File: src/rtl/imem_loader.sv
// Instruction-memory loader: framed byte stream in, 32-bit imem writes out.
// Holds the core in reset until a complete frame with a matching checksum lands.
module imem_loader #(
    parameter int ADDR_W      = 8,
    parameter int TIMEOUT_CYC = 1000
) (
    input  logic              clk_i,
    input  logic              rst_i,
    input  logic              start_i,
    input  logic [7:0]        byte_i,
    input  logic              byte_valid_i,
    output logic              byte_ready_o,
    output logic              load_wr_o,
    output logic [ADDR_W-1:0] load_addr_o,
    output logic [31:0]       load_data_o,
    output logic              core_rst_o,
    output logic              busy_o,
    output logic              done_o,
    output logic              err_o,
    output logic [ADDR_W:0]   word_count_o
);

    localparam int TW = $clog2(TIMEOUT_CYC + 1);
    localparam logic [16:0]   MAX_N  = 17'(1) << ADDR_W;
    localparam logic [TW-1:0] T_LAST = TW'(TIMEOUT_CYC - 1);

    typedef enum logic [2:0] {
        IDLE, LEN_HI, LEN_LO, DATA, CHECK, DONE, ERR
    } state_t;

    state_t        state;
    logic [7:0]    len_hi;
    logic [15:0]   len;
    logic [23:0]   shreg;
    logic [1:0]    bidx;
    logic [7:0]    checksum;
    logic [TW-1:0] timer;

    logic          accept;
    logic [16:0]   n_words;
    logic          last_word;

    assign accept    = byte_valid_i & byte_ready_o;
    assign n_words   = {1'b0, len_hi, byte_i};
    // Word count only advances after the write pulse, so it still names this word
    assign last_word = (17'(word_count_o) == (17'(len) - 17'd1));

    always_ff @(posedge clk_i or negedge rst_i) begin
        if (!rst_i) begin
            state        <= IDLE;
            byte_ready_o <= 1'b0;
            load_wr_o    <= 1'b0;
            load_addr_o  <= '0;
            load_data_o  <= '0;
            core_rst_o   <= 1'b1;
            busy_o       <= 1'b0;
            done_o       <= 1'b0;
            err_o        <= 1'b0;
            word_count_o <= '0;
            len_hi       <= '0;
            len          <= '0;
            shreg        <= '0;
            bidx         <= '0;
            checksum     <= '0;
            timer        <= '0;
        end else begin
            load_wr_o <= 1'b0;
            if (load_wr_o) begin
                word_count_o <= word_count_o + 1'b1;
            end
            unique case (state)
                IDLE, DONE, ERR: begin
                    if (start_i) begin
                        state        <= LEN_HI;
                        byte_ready_o <= 1'b1;
                        core_rst_o   <= 1'b1;
                        busy_o       <= 1'b1;
                        done_o       <= 1'b0;
                        err_o        <= 1'b0;
                        word_count_o <= '0;
                        load_addr_o  <= '0;
                        checksum     <= '0;
                        timer        <= '0;
                        bidx         <= '0;
                    end
                end
                LEN_HI, LEN_LO, DATA, CHECK: begin
                    if (accept) begin
                        timer <= '0;
                        case (state)
                            LEN_HI: begin
                                len_hi <= byte_i;
                                state  <= LEN_LO;
                            end
                            LEN_LO: begin
                                len <= n_words[15:0];
                                if (n_words != 17'd0 && n_words <= MAX_N) begin
                                    state <= DATA;
                                end else begin
                                    state        <= ERR;
                                    byte_ready_o <= 1'b0;
                                    busy_o       <= 1'b0;
                                    err_o        <= 1'b1;
                                end
                            end
                            DATA: begin
                                checksum <= checksum ^ byte_i;
                                shreg    <= {shreg[15:0], byte_i};
                                bidx     <= bidx + 2'd1;
                                if (bidx == 2'd3) begin
                                    load_wr_o   <= 1'b1;
                                    load_addr_o <= word_count_o[ADDR_W-1:0];
                                    load_data_o <= {shreg, byte_i};
                                    if (last_word) begin
                                        state <= CHECK;
                                    end
                                end
                            end
                            CHECK: begin
                                byte_ready_o <= 1'b0;
                                busy_o       <= 1'b0;
                                if (byte_i == checksum) begin
                                    state      <= DONE;
                                    done_o     <= 1'b1;
                                    core_rst_o <= 1'b0;
                                end else begin
                                    state <= ERR;
                                    err_o <= 1'b1;
                                end
                            end
                            default: ;
                        endcase
                    end else if (timer == T_LAST) begin
                        state        <= ERR;
                        byte_ready_o <= 1'b0;
                        busy_o       <= 1'b0;
                        err_o        <= 1'b1;
                    end else begin
                        timer <= timer + 1'b1;
                    end
                end
                default: begin
                    state        <= IDLE;
                    byte_ready_o <= 1'b0;
                end
            endcase
        end
    end

endmodule
File: config.mk
export PLATFORM = sky130hd
export DESIGN_NAME = imem_loader
export DESIGN_NICKNAME = d
export VERILOG_FILES = /design/src/rtl/imem_loader.sv
export SDC_FILE = /design/constraint.sdc
export NUM_CORES = 1
export LEC_CHECK = 0
export ABC_AREA = 1
export CAP_MARGIN = 20
export CORE_MARGIN = 2
export CORE_UTILIZATION = 35
export CTS_CLUSTER_DIAMETER = 150
export DETAILED_ROUTE_END_ITERATION = 8
export MAX_ROUTING_LAYER = met4
export PLACE_DENSITY = 0.65
export SLEW_MARGIN = 20
export SYNTH_ARGS = -nofsm -noshare
export SYNTH_HDL_FRONTEND = slang
export SYNTH_SLANG_ARGS = --single-unit
File: constraint.sdc
create_clock -name clk_i -period 2.22 [get_ports clk_i]
set_clock_uncertainty 0.15 [all_clocks]
set_input_delay 0.222 -clock clk_i [delete_from_list [all_inputs] [get_ports clk_i]]
set_output_delay 0.222 -clock clk_i [all_outputs]
set_load 0.1 [all_outputs]
**Yosys cells after proc, flatten, opt, wreduce, memory -nomap -nowiden**

Index checks and enable logic that the tools add are counted.

- Bits of input ports: 12
- Bits in registers: 126
- Output and inout bits: 55

- $lt $le $gt $ge: 1
- Reduce and logical (&&, ||, !) cells: 18
- Multiplexer cells: 54
- Add/sub/neg operators: 4
- Bitwise logic cells: 2
- Eq/ne operators: 24

Operators with widths:

| kind | count |
|---|---|
| $mux W8 | 6 |
| $pmux W8 S2 | 2 |
| $mux W10 | 3 |
| $mux W9 | 3 |
| $ne A4 B4 Y1 const B | 5 |
| $pmux W10 S2 | 1 |
| $reduce_and A5 Y1 | 4 |
| $mux W1 | 19 |
| $mux W3 | 6 |
| $eq A9 B17 Y1 | 1 |
| $reduce_bool A17 Y1 | 1 |
| $sub A16 B1 Y17 const B | 1 |
| $le A16 B9 Y1 const B | 1 |
| $pmux W1 S2 | 7 |
| $ne A2 B2 Y1 const B | 6 |
| $pmux W3 S4 | 1 |
| $reduce_and A3 Y1 | 4 |
| $reduce_and A4 Y1 | 3 |
| $add A10 B1 Y10 const B | 1 |
| $eq A10 B10 Y1 const B | 1 |
| $add A9 B1 Y9 const B | 1 |
| $eq A3 B3 Y1 const B | 3 |
| $eq A8 B8 Y1 | 1 |
| $mux W2 | 4 |
| other kinds (16) | 18 |

**Longest topological paths before layout**

Gate-level depths: netlist (run 1).

- Word-level depth: 7
- Mapped depth: 16

**Least setup slack after synthesis (run 1)**

No wires, ideal clock.

- Path type: register -> register
- From: reg byte_ready_o
- To: reg load_addr_o[5]
- Arrival time: 2.101 ns
- Stages on the path, launching flop included: 10
- Required time: 1.994 ns
- Setup slack: -0.108 ns
- Path buffers: 1
- Period minus slack after synthesis: 2.328 ns
- Path through: dfrtp_1 nand2_1 inv_1 nor2_4 inv_6 o211ai_4 a21oi_4 buf_6 nand3_2 o21ai_1

- Cells in the longest elaborated chain, start to end: 3

RTL lines:

| what | line | RTL |
|---|---|---|
| start, declared | 12 | `output logic byte_ready_o,` |
| start signal, assigned | 51 | `byte_ready_o <= 1'b0;` |
| start signal, assigned | 75 | `byte_ready_o <= 1'b1;` |
| start signal, assigned | 101 | `byte_ready_o <= 1'b0;` |
| $and A1 B1 Y1 | 43 | `assign accept = byte_valid_i & byte_ready_o;` |
| $ne A2 B2 Y1 (no line) | n/a |  |
| $reduce_and A5 Y1 (no line) | n/a |  |
| end signal, assigned | 112 | `load_addr_o <= word_count_o[ADDR_W-1:0];` |
| end, declared | 14 | `output logic [ADDR_W-1:0] load_addr_o,` |

Every way passes these cells.
A chain may end at the register's enable or synchronous reset.

**Final worst setup path (run 1)**

- From: reg timer[0]
- To: reg timer[8]

- Cells in the longest elaborated chain, start to end: 4

RTL lines:

| what | line | RTL |
|---|---|---|
| start, declared | 37 | `logic [TW-1:0] timer;` |
| start signal, assigned | 139 | `timer <= timer + 1'b1;` |
| $add A10 B1 Y10 | 139 |  |
| $mux W10 | 133 | `end else if (timer == T_LAST) begin` |
| $mux W10 | 88 | `if (accept) begin` |
| $pmux W10 S2 | 71 | `unique case (state)` |

Several ways; a longest one is shown, not always the timed one. The select of a mux whose other input is x is not followed.

==> results of run 1 <==
==> registers in the layout, indices dropped and copies added (netlist names), 2 cells and up <==
name and flops:
bidx 2, checksum 8, len 16, len_hi 8
load_addr_o 8, load_data_o 32, shreg 24, state 3
timer 10, word_count_o 9
==> kinds of logic after synthesis <==
logic type | Yosys count | synth area share (%)
compound gates | 120 | 11.15
buf+inv | 117 | 8.171
simple gates | 334 | 24.39
flops | 126 | 52.82
xor+xnor | 18 | 2.640
fa+ha+maj | 4 | 0.8381
==> placed cells by master (no fill, tap or decap), drive strengths merged, types with 2 or more instances in the layout <==
cell,count
nand2,211
xor2,10
clkinvlp,2
o21a,4
buf,76
dfrtp,125
a21oi,12
clkbuf,22
nand4,9
nor2,67
inv,97
a22o,4
nand3,33
nor3b,2
clkdlybuf4s50,10
o22ai,2
ha,4
o21ai,96
clkinv,4
nor3,10
xnor2,8
bufinv,2
==> worst max path at each step <==
stage                                         start                   end  slack [ns]  cells past startpoint
final                          timer[0]$_DFFE_PN0P_  timer[8]$_DFFE_PN0P_        0.19                     10
after global routing             len[0]$_DFFE_PN0P_  state[1]$_DFFE_PN0P_      -0.006                     16
after CTS                        len[0]$_DFFE_PN0P_  state[1]$_DFFE_PN0P_        0.07                     15
after detailed placement                  byte_i[4]     err_o$_DFFE_PN0P_        0.06                      9
after global placement                    byte_i[4]     err_o$_DFFE_PN0P_        0.08                      9
after floorplan           word_count_o[5]$_DFF_PN0_  state[2]$_DFFE_PN0P_        0.02                     15
==> stage by stage <==
stage / std cells / utilization [%] / hold WS, ns
3_3_place_gp: 1002 / 40.95 / -0.01637
4_1_cts: 1034 / 44.47 / 0.07772
6_report: 1036 / 44.79 / 0.09101
2_1_floorplan: 719 / - / -0.2236
5_1_grt: 1036 / 44.79 / 0.09920
3_5_place_dp: 1002 / 40.95 / -0.01184
==> area by class of cell <==
cell class	instances	area, µm²	area share (%)
multi-input combinational	476	2365	31.73
inverter	96	370.4	4.969
timing repair buffer	87	705.7	9.468
clock buffer	22	464.2	6.228
clock inverter	9	111.4	1.494
sequential	126	3162	42.42
tap	220	275.3	3.693
==> worst register-to-register path, stage by stage, from the launching register on <==
cell and delay, ns:
dfrtp_1 0.38, ha_1 0.18, nand2_1 0.07, nor3_1 0.23, nand4_1 0.19, buf_4 0.19, nor2_4 0.13, nor2_8 0.07
inv_4 0.11, o21ai_1 0.06, nor3b_2 0.15
==> report_power, final <==
| group | internal (W) | switching [W] |
|---|---|---|
| combinational | 0.00129 | 0.00303 |
| sequential | 0.00298 | 0.000521 |
| clock | 0.00171 | 0.00100 |
==> metal layers <==
layer	routed length, µm	share of wire, %
met5	0	0
met4	182	1.4
met3	312	2.3
met2	6609	50
met1	6189	47
==> cell usage after synthesis, types with 3 or more instances <==
cell | instances | area share (%)
o21ai_0 | 48 | 4.0
nand4_1 | 9 | 0.94
buf_6 | 5 | 0.94
nand2_2 | 4 | 0.42
xnor2_1 | 8 | 1.2
inv_2 | 7 | 0.44
clkbuf_1 | 12 | 0.75
nand2_1 | 206 | 13
nand3_1 | 31 | 2.6
xor2_1 | 10 | 1.5
o21ai_1 | 47 | 3.9
a21oi_1 | 11 | 0.92
inv_1 | 87 | 5.5
ha_1 | 4 | 0.84
o21a_1 | 4 | 0.50
buf_2 | 3 | 0.25
a22o_1 | 4 | 0.59
nor2_4 | 5 | 0.94
nor2_1 | 58 | 3.6
dfrtp_1 | 125 | 52
nor3_1 | 10 | 0.84
==> timing repair <==
| action | CTS | global route |
|---|---|---|
| endpoints found under the hold margin | 125 | 0 |
| setup buffers | 0 | 2 |
| hold buffers | 1 | 0 |
| gates resized for setup | 0 | 17 |
| setup endpoints to repair | 0 | 15 |
==> flow_metrics.py, run 1 <==
metrics = {
    "status": {
        "status": "finished, final reports clean",
    },
    "setup_path": {
        "r2r_start": "timer[0]$_DFFE_PN0P_",
        "crit_slowest_cell": "dfrtp_1",
        "path_delay_family": "simple AND/OR/NAND/NOR gates",
        "r2r_slack_ns": 0.19,
        "path_buf_inv": 2,
        "required_ns": 2.35,
        "crit_chain": "ha_1, nand2_1, nor3_1, nand4_1, buf_4, nor2_4, nor2_8, inv_4, o21ai_1, nor3b_2",
        "cp-end-kind": "flop",
        "r2r-end": "timer[8]$_DFFE_PN0P_",
        "slowest_delay_ns": 0.38,
        "path_max_fanout": 10,
        "cp.arrival_ns": 2.16,
        "rr_worst_depth": 10,
        "path_class": "reg -> reg",
        "crit_path_start_kind": "flop",
    },
    "grt": {
        "grt_use_met1_pct": 20.54,
        "grtUsageMet3_pct": 4.580,
        "grt_pass1_wl_um": 22490,
        "grt_start_max_net_pins": 58,
        "track_usage_pct": 16.12,
        "antenna_found_initial": 0,
        "grt_busiest_layer": "met2",
        "grt_use_met2_pct": 25.10,
        "overflow": 0,
        "grt_pass1_vias": 4552,
    },
    "flow_run": {
        "maxCapViolCount": 0,
    },
    "detailed_routing": {
        "drt-total-wl_um": 13290,
        "vias": 4763,
        "drt_iter0_markers": 340,
        "first_pass_iters": 4,
        "via_per_inst": 4.597,
        "postRouteAntennaNets": 0,
        "post_drt_wl_per_cell_um": 12.83,
        "drcViolationCount": 0,
    },
    "clock_tree": {
        "htreeDepth": 4,
        "cts.sinks": 126,
        "root_buffer": "clkbuf_16",
        "cts_made_buffers": 17,
        "insertion_delay_ns": 0.41,
        "cts_tree": "built",
        "cts_max_path_buffers": 2,
        "clk_pin_slew_ns": 0.05,
    },
    "placed_design": {
        "placed_area_mm2": 0.006815,
        "dp_hpwl_um": 9586,
        "place.port_buffers": 66,
        "gp_congestion": 0.8902,
        "place_ws_ns": 0.06337,
    },
    "synthesis": {
        "yosys_warnings": 0,
        "ys_types": 37,
        "synth_fp_nets": 735,
        "async_flop_share_pct": 100.0,
        "synth_edf_count": 0,
        "avgSynthCellArea_um2": 8.306,
        "synth_area_mm2": 0.005972,
        "synth_top_flop_cell": "dfrtp_1",
        "ys_ff_latch": 126,
        "synth.yosys.seq_area_share_pct": 52.82,
        "synth_cells": 719,
    },
    "final_layout": {
        "syn_to_final_growth_pct": 24.81,
        "drive_gt1_share_pct": 19.12,
        "layout.nets": 820,
        "fillCellCount": 1609,
        "n_antenna_cell": 0,
        "fin_area_mm2": 0.007453,
    },
    "power": {
        "leakage_nw": 3.656,
        "report.power.total_w": 0.01053,
        "ir_worst_vdd_v": 0.0005247,
        "p_per_area_mw_per_mm2": 1413,
    },
    "sta": {
        "setup_viol": 0,
        "timing.final.hold_violations": 0,
        "max_slew_margin_pct": 65.20,
        "finalSetupTns_ns": 0,
        "rsz0062_at_grt": "true",
        "period_needed_ns": 2.027,
        "timing.fmax_mhz": 493.4,
        "worst_pin_slew_ns": 0.5219,
        "finalMaxSlewViolations": 0,
        "timing.final.crit_share_pct": 91.29,
        "setup_slack_ns": 0.1934,
    },
    "floorplanning": {
        "rows": 47,
        "dieArea_mm2": 0.01812,
        "start_util_pct": 35.88,
        "num_io_pins": 67,
        "design.core.area_mm2": 0.01664,
        "die-width_um": 134.6,
        "fp.dieH_um": 134.6,
    },
    "min_path": {
        "hold_class": "in -> async",
    },
}
Note: power is estimated with default switching activity, not from simulation.
==> inputs of run 2 (changes only) <==
--- a/config.mk
+++ b/config.mk
@@ -8,10 +8,12 @@
 export ABC_AREA = 1
 export CAP_MARGIN = 20
+export CELL_PAD_IN_SITES_DETAIL_PLACEMENT = 0
+export CELL_PAD_IN_SITES_GLOBAL_PLACEMENT = 2
 export CORE_MARGIN = 2
-export CORE_UTILIZATION = 35
+export CORE_UTILIZATION = 34
 export CTS_CLUSTER_DIAMETER = 150
 export DETAILED_ROUTE_END_ITERATION = 8
 export MAX_ROUTING_LAYER = met4
-export PLACE_DENSITY = 0.65
+export PLACE_DENSITY = 0.91
 export SLEW_MARGIN = 20
 export SYNTH_ARGS = -nofsm -noshare
==> constraint.sdc (replaced) <==
create_clock -name clk_i -period 2.22 [get_ports clk_i]
set_clock_uncertainty 0.15 [all_clocks]
set_input_delay 0.666 -clock clk_i [delete_from_list [all_inputs] [get_ports clk_i]]
set_output_delay 0.666 -clock clk_i [all_outputs]
set_load 0.1 [all_outputs]
==> flow_metrics.py, run 2 (synthesis results as in run 1) <==
metrics = {
    "clock_tree": {
        "cts_made_buffers": 17,
        "cts_max_path_buffers": 2,
        "htreeDepth": 4,
        "root_buffer": "clkbuf_16",
        "cts.sinks": 126,
        "cts_tree": "built",
        "insertion_delay_ns": 0.41,
        "clk_pin_slew_ns": 0.05,
    },
    "sta": {
        "worst_pin_slew_ns": 0.4011,
        "timing.final.hold_violations": 0,
        "finalMaxSlewViolations": 0,
        "setup_slack_ns": 0.1720,
        "setup_viol": 0,
        "period_needed_ns": 2.048,
        "timing.final.crit_share_pct": 92.25,
        "hold_slack_ns": 0.03126,
        "max_slew_margin_pct": 73.26,
        "timing.fmax_mhz": 488.3,
        "finalSetupTns_ns": 0,
    },
    "placed_design": {
        "placed_area_mm2": 0.007805,
        "gp_congestion": 0.8315,
        "place.port_buffers": 66,
        "dp_hpwl_um": 11110,
        "place_ws_ns": -0.2527,
        "dpl.cell_count": 1038,
    },
    "grt": {
        "overflow": 0,
        "antenna_found_initial": 0,
        "grt_pass1_vias": 5121,
        "grt_start_max_net_pins": 47,
        "grt_pass1_wl_um": 25200,
        "track_usage_pct": 17.90,
    },
    "floorplanning": {
        "fp.dieH_um": 136.5,
        "start_util_pct": 34.65,
        "dieArea_mm2": 0.01864,
        "num_io_pins": 67,
        "rows": 48,
        "design.core.area_mm2": 0.01724,
        "die-width_um": 136.5,
    },
    "setup_path": {
        "path_class": "in -> reg",
        "cp.arrival_ns": 2.20,
        "startpoint": "byte_i[4]",
        "rr_worst_depth": 15,
        "crit_path_start_kind": "input pin",
        "cp-end-kind": "flop",
        "r2r-end": "state[2]$_DFFE_PN0P_",
        "r2r_slack_ns": 0.21,
        "r2r_start": "len[1]$_DFFE_PN0P_",
        "path_max_fanout": 3,
        "required_ns": 2.38,
    },
    "power": {
        "leakage_nw": 3.973,
        "combinationalPowerShare_pct": 44.6,
        "power.share.sequential_pct": 31.5,
        "p_clk_share_pct": 23.9,
        "power_switching_w": 0.004793,
        "p_per_area_mw_per_mm2": 1353,
        "p_int_w": 0.006628,
        "p_sw_share_pct": 41.96,
        "ir_worst_vdd_v": 0.0006870,
    },
    "detailed_routing": {
        "first_pass_iters": 4,
        "drt_iter0_markers": 271,
        "drcViolationCount": 0,
        "vias": 4952,
        "postRouteAntennaNets": 0,
        "post_drt_wl_per_cell_um": 13.91,
        "drt-total-wl_um": 14850,
        "via_per_inst": 4.637,
    },
    "final_layout": {
        "syn_to_final_growth_pct": 41.29,
        "reg_top3": "load_data_o x32, shreg x24, len x16",
        "layout.nets": 849,
        "multiInputGateArea_mm2": 0.002380,
        "ff_latch_area_mm2": 0.003162,
        "largest_reg_flops": 32,
        "max_flop_register": "load_data_o",
        "final_common_cell": "nand2_1",
        "drive_gt1_share_pct": 22.30,
        "final_cell_mix": "202 x nand2_1, 119 x dfrtp_1, 85 x inv_1",
        "fillCellCount": 1575,
        "stdcell_count": 1068,
        "n_antenna_cell": 0,
        "fin_area_mm2": 0.008438,
    },
    "status": {
        "status": "finished, final reports clean",
    },
    "min_path": {
        "hold_class": "in -> async",
    },
    "flow_run": {
        "maxCapViolCount": 0,
    },
}
==> run 2: changes by cell type in the layout (fill, tap and decap cells not counted), sizes merged <==
cell / previous run / this run
buf: 76 / 106
clkbuf: 22 / 18
clkinvlp: 2 / 5
bufinv: 2 / 3
clkinv: 4 / 3
dlygate4sd3: 1 / 0
inv: 97 / 96
==> run 2: what timing repair did <==
| item | 4_1_cts | 5_1_grt |
|---|---|---|
| setup endpoints to repair | 3 | 3 |
| setup buffers | 0 | 1 |
| resized for setup | 2 | 16 |
| hold buffers | 0 | 0 |
| pin swaps | 0 | 3 |
==> run 2: stage by stage <==
stage / util, % / power, W
after floorplan: - / 0.006730
after global placement: 45.28 / 0.008498
after detailed placement: 45.28 / 0.008594
after CTS: 48.65 / 0.01139
after global routing: 48.95 / 0.01219
final: 48.95 / 0.01142
==> run 2: final cells by class <==
class                      count  share of cell area [%]
sequential                   126                   37.47
multi-input combinational    476                   28.20
timing repair buffer         116                   19.81
clock buffer                  18                   5.086
inverter                      96                   4.359
tap                          225                   3.336
clock inverter                11                   1.735
==> run 2: critical path, stage by stage <==
cell and delay, ns:
clkdlybuf4s50_1 0.53, xnor2_1 0.17, nand2_1 0.08, nor3_1 0.23
nand4_1 0.22, buf_4 0.19, nand4_1 0.06, nand2_1 0.06
==> run 2: worst max path at each step <==
stage / endpoint / slack (ns) / cells after the start
6_report: state[1]$_DFFE_PN0P_ / 0.17 / 8
5_1_grt: state[1]$_DFFE_PN0P_ / -0.004 / 14
4_1_cts: state[2]$_DFFE_PN0P_ / 0.03 / 15
3_5_place_dp: state[1]$_DFFE_PN0P_ / -0.25 / 8
3_3_place_gp: err_o$_DFFE_PN0P_ / -0.20 / 10
2_1_floorplan: state[2]$_DFFE_PN0P_ / 0.02 / 15
==> run 2: layer usage <==
layer  GRT usage, %  share of wire (%)  up-vias
li1               -                  -     2504
met1          22.88                 46     2352
met2          28.03                 49       74
met3          4.481                3.8       22
met4          5.671                1.7        0
met5              -                  0        -
==> run 2: power by group through the flow <==
stage / logic (W) / clock network, W / registers, W
after CTS: 0.00502 / 0.00279 / 0.00359
after floorplan: 0.00239 / 0 / 0.00434
after global routing: 0.00560 / 0.00290 / 0.00369
final: 0.00509 / 0.00273 / 0.00360
after detailed placement: 0.00498 / 0 / 0.00362
after global placement: 0.00491 / 0 / 0.00359
==> inputs of run 3 (changes only) <==
- CORE_UTILIZATION: 34 -> 35
- CTS_BUF_LIST: default -> sky130_fd_sc_hd__clkbuf_8
- CTS_CLUSTER_SIZE: default -> 16
- PLACE_DENSITY: 0.91 -> 0.93
- SETUP_SLACK_MARGIN: default -> 0.4
==> flow_metrics.py, run 3 (synthesis results as in run 1) <==
metrics = {
    "status": {
        "status": "finished, final reports clean",
    },
    "final_layout": {
        "max_flop_register": "load_data_o",
        "ff_latch_area_mm2": 0.003187,
        "final_cell_mix": "192 x nand2_1, 111 x dfrtp_1, 84 x inv_1",
        "syn_to_final_growth_pct": 47.56,
        "reg_top3": "load_data_o x32, shreg x24, len x16",
        "n_antenna_cell": 0,
        "largest_reg_flops": 32,
        "drive_gt1_share_pct": 31.79,
        "multiInputGateArea_mm2": 0.002606,
        "layout.nets": 887,
        "fin_area_mm2": 0.008812,
        "final_common_cell": "nand2_1",
        "fillCellCount": 1449,
    },
    "setup_path": {
        "path_delay_family": "flip-flops",
        "path_max_fanout": 2,
        "path_buf_inv": 1,
        "r2r_start": "len[1]$_DFFE_PN0P_",
        "startpoint": "core_rst_o$_DFFE_PN1P_",
        "r2r_slack_ns": 0.23,
        "crit_slowest_cell": "dfstp_2",
        "slowest_delay_ns": 0.57,
        "cp.arrival_ns": 1.19,
        "required_ns": 1.40,
        "rr_worst_depth": 16,
        "crit_chain": "buf_12",
        "critical_path_depth": 1,
        "r2r-end": "state[0]$_DFFE_PN0P_",
        "path_class": "reg -> out",
        "crit_path_start_kind": "flop",
        "cp-end-kind": "output pin",
        "setup.worst_path.end": "core_rst_o",
    },
    "clock_tree": {
        "insertion_delay_ns": 0.46,
        "root_buffer": "clkbuf_8",
        "cts.sinks": 126,
        "clk_pin_slew_ns": 0.08,
        "cts_max_path_buffers": 2,
        "cts_hold_buffers": 0,
        "htreeDepth": 4,
        "cts_tree": "built",
        "cts_made_buffers": 17,
    },
    "power": {
        "report.power.total_w": 0.01129,
        "ir_worst_vdd_v": 0.0004735,
        "p_int_w": 0.006218,
        "p_clk_share_pct": 17.0,
        "power.share.sequential_pct": 31.8,
        "power_switching_w": 0.005070,
        "p_sw_share_pct": 44.92,
        "combinationalPowerShare_pct": 51.2,
        "leakage_nw": 4.167,
        "p_per_area_mw_per_mm2": 1281,
    },
    "floorplanning": {
        "rows": 47,
        "fp.dieH_um": 134.6,
        "design.core.area_mm2": 0.01664,
        "die-width_um": 134.6,
        "start_util_pct": 35.88,
        "dieArea_mm2": 0.01812,
        "num_io_pins": 67,
    },
    "sta": {
        "setup_viol": 0,
        "rsz0062_at_grt": "true",
        "timing.final.hold_violations": 0,
        "timing.fmax_mhz": 498.1,
        "timing.final.crit_share_pct": 90.44,
        "max_slew_margin_pct": 64.67,
        "finalMaxSlewViolations": 0,
        "worst_pin_slew_ns": 0.5300,
        "period_needed_ns": 2.008,
    },
    "detailed_routing": {
        "first_pass_iters": 5,
        "drcViolationCount": 0,
        "drt_iter0_markers": 275,
        "vias": 5229,
        "postRouteAntennaNets": 0,
        "drt-total-wl_um": 15540,
        "via_per_inst": 4.736,
        "post_drt_wl_per_cell_um": 14.08,
    },
    "flow_run": {
        "maxCapViolCount": 0,
    },
    "placed_design": {
        "gp_congestion": 0.8882,
        "place.port_buffers": 66,
        "dp_hpwl_um": 11010,
        "placed_area_mm2": 0.007755,
    },
    "grt": {
        "grt_pass1_vias": 5070,
        "grt_pass1_wl_um": 24960,
        "overflow": 0,
        "grt_start_max_net_pins": 60,
        "antenna_found_initial": 0,
        "track_usage_pct": 18.09,
    },
    "min_path": {
        "hold_class": "in -> async",
    },
}
run 3: changes by cell type in the layout (fill, tap and decap cells not counted), moves of 8 or more:
cell	change
nor2_1	-8
nand2_1	-10
clkdlybuf4s50_1	-9
clkbuf_16	-16
buf_4	+28
dfrtp_1	-8
dlygate4sd2_1	+8
clkbuf_8	+18
run 3: repair_timing:
item	4_1_cts	5_1_grt
setup buffers	34	9
resized for setup	43	50
pin swaps	26	16
setup endpoints to repair	89	92
cloned	2	2
run 3: power groups by stage:
stage,Sequential (W),Clock (W),Combinational [W]
6_report,0.00359,0.00192,0.00579
5_1_grt,0.00366,0.00206,0.00631
4_1_cts,0.00358,0.00197,0.00528
3_5_place_dp,0.00361,0,0.00488
3_3_place_gp,0.00359,0,0.00481
2_1_floorplan,0.00435,0,0.00240
run 3: per-layer routing:
metal / track usage (%) / share of wire [%]
met1: 22.59 / 44
met2: 29.84 / 51
met3: 3.791 / 3.5
met4: 5.146 / 1.5
met5: - / 0
run 3: metrics by stage:
stage	util (%)	hold slack [ns]	TNS [ns]	worst slack, ns	cells
global route	52.95	0.07183	0	0.01106	1104
finish	52.95	0.04595	0	0.2122	1104
global placement	46.60	0.3175	-1.129	-0.1915	1025
detailed placement	46.60	0.3225	-1.882	-0.2503	1025
floorplan	-	0.2204	0	0.3246	719
CTS	51.23	0.05757	0	0.1819	1093
run 3: worst min-delay path by stage:
stage / slack, ns / cells after the start / startpoint / to
floorplan: 0.22 / 0 / rst_i / bidx[0]$_DFFE_PN0P_
global placement: 0.32 / 2 / len_hi[7]$_DFFE_PN0P_ / len_hi[7]$_DFFE_PN0P_
detailed placement: 0.32 / 2 / shreg[1]$_DFFE_PN0P_ / shreg[9]$_DFFE_PN0P_
CTS: 0.06 / 2 / rst_i / load_data_o[13]$_DFFE_PN0P_
global route: 0.07 / 2 / rst_i / load_data_o[8]$_DFFE_PN0P_
finish: 0.05 / 2 / rst_i / shreg[6]$_DFFE_PN0P_
run 3: area by class of cell:
type | instances | share of cell area (%)
Clock buffer | 18 | 2.811
Clock inverter | 14 | 1.505
Sequential cell | 126 | 36.16
Timing Repair Buffer | 152 | 22.55
Multi-Input combinational cell | 477 | 29.58
Inverter | 96 | 4.203
Timing Repair inverter | 1 | 0.07099
Tap cell | 220 | 3.124
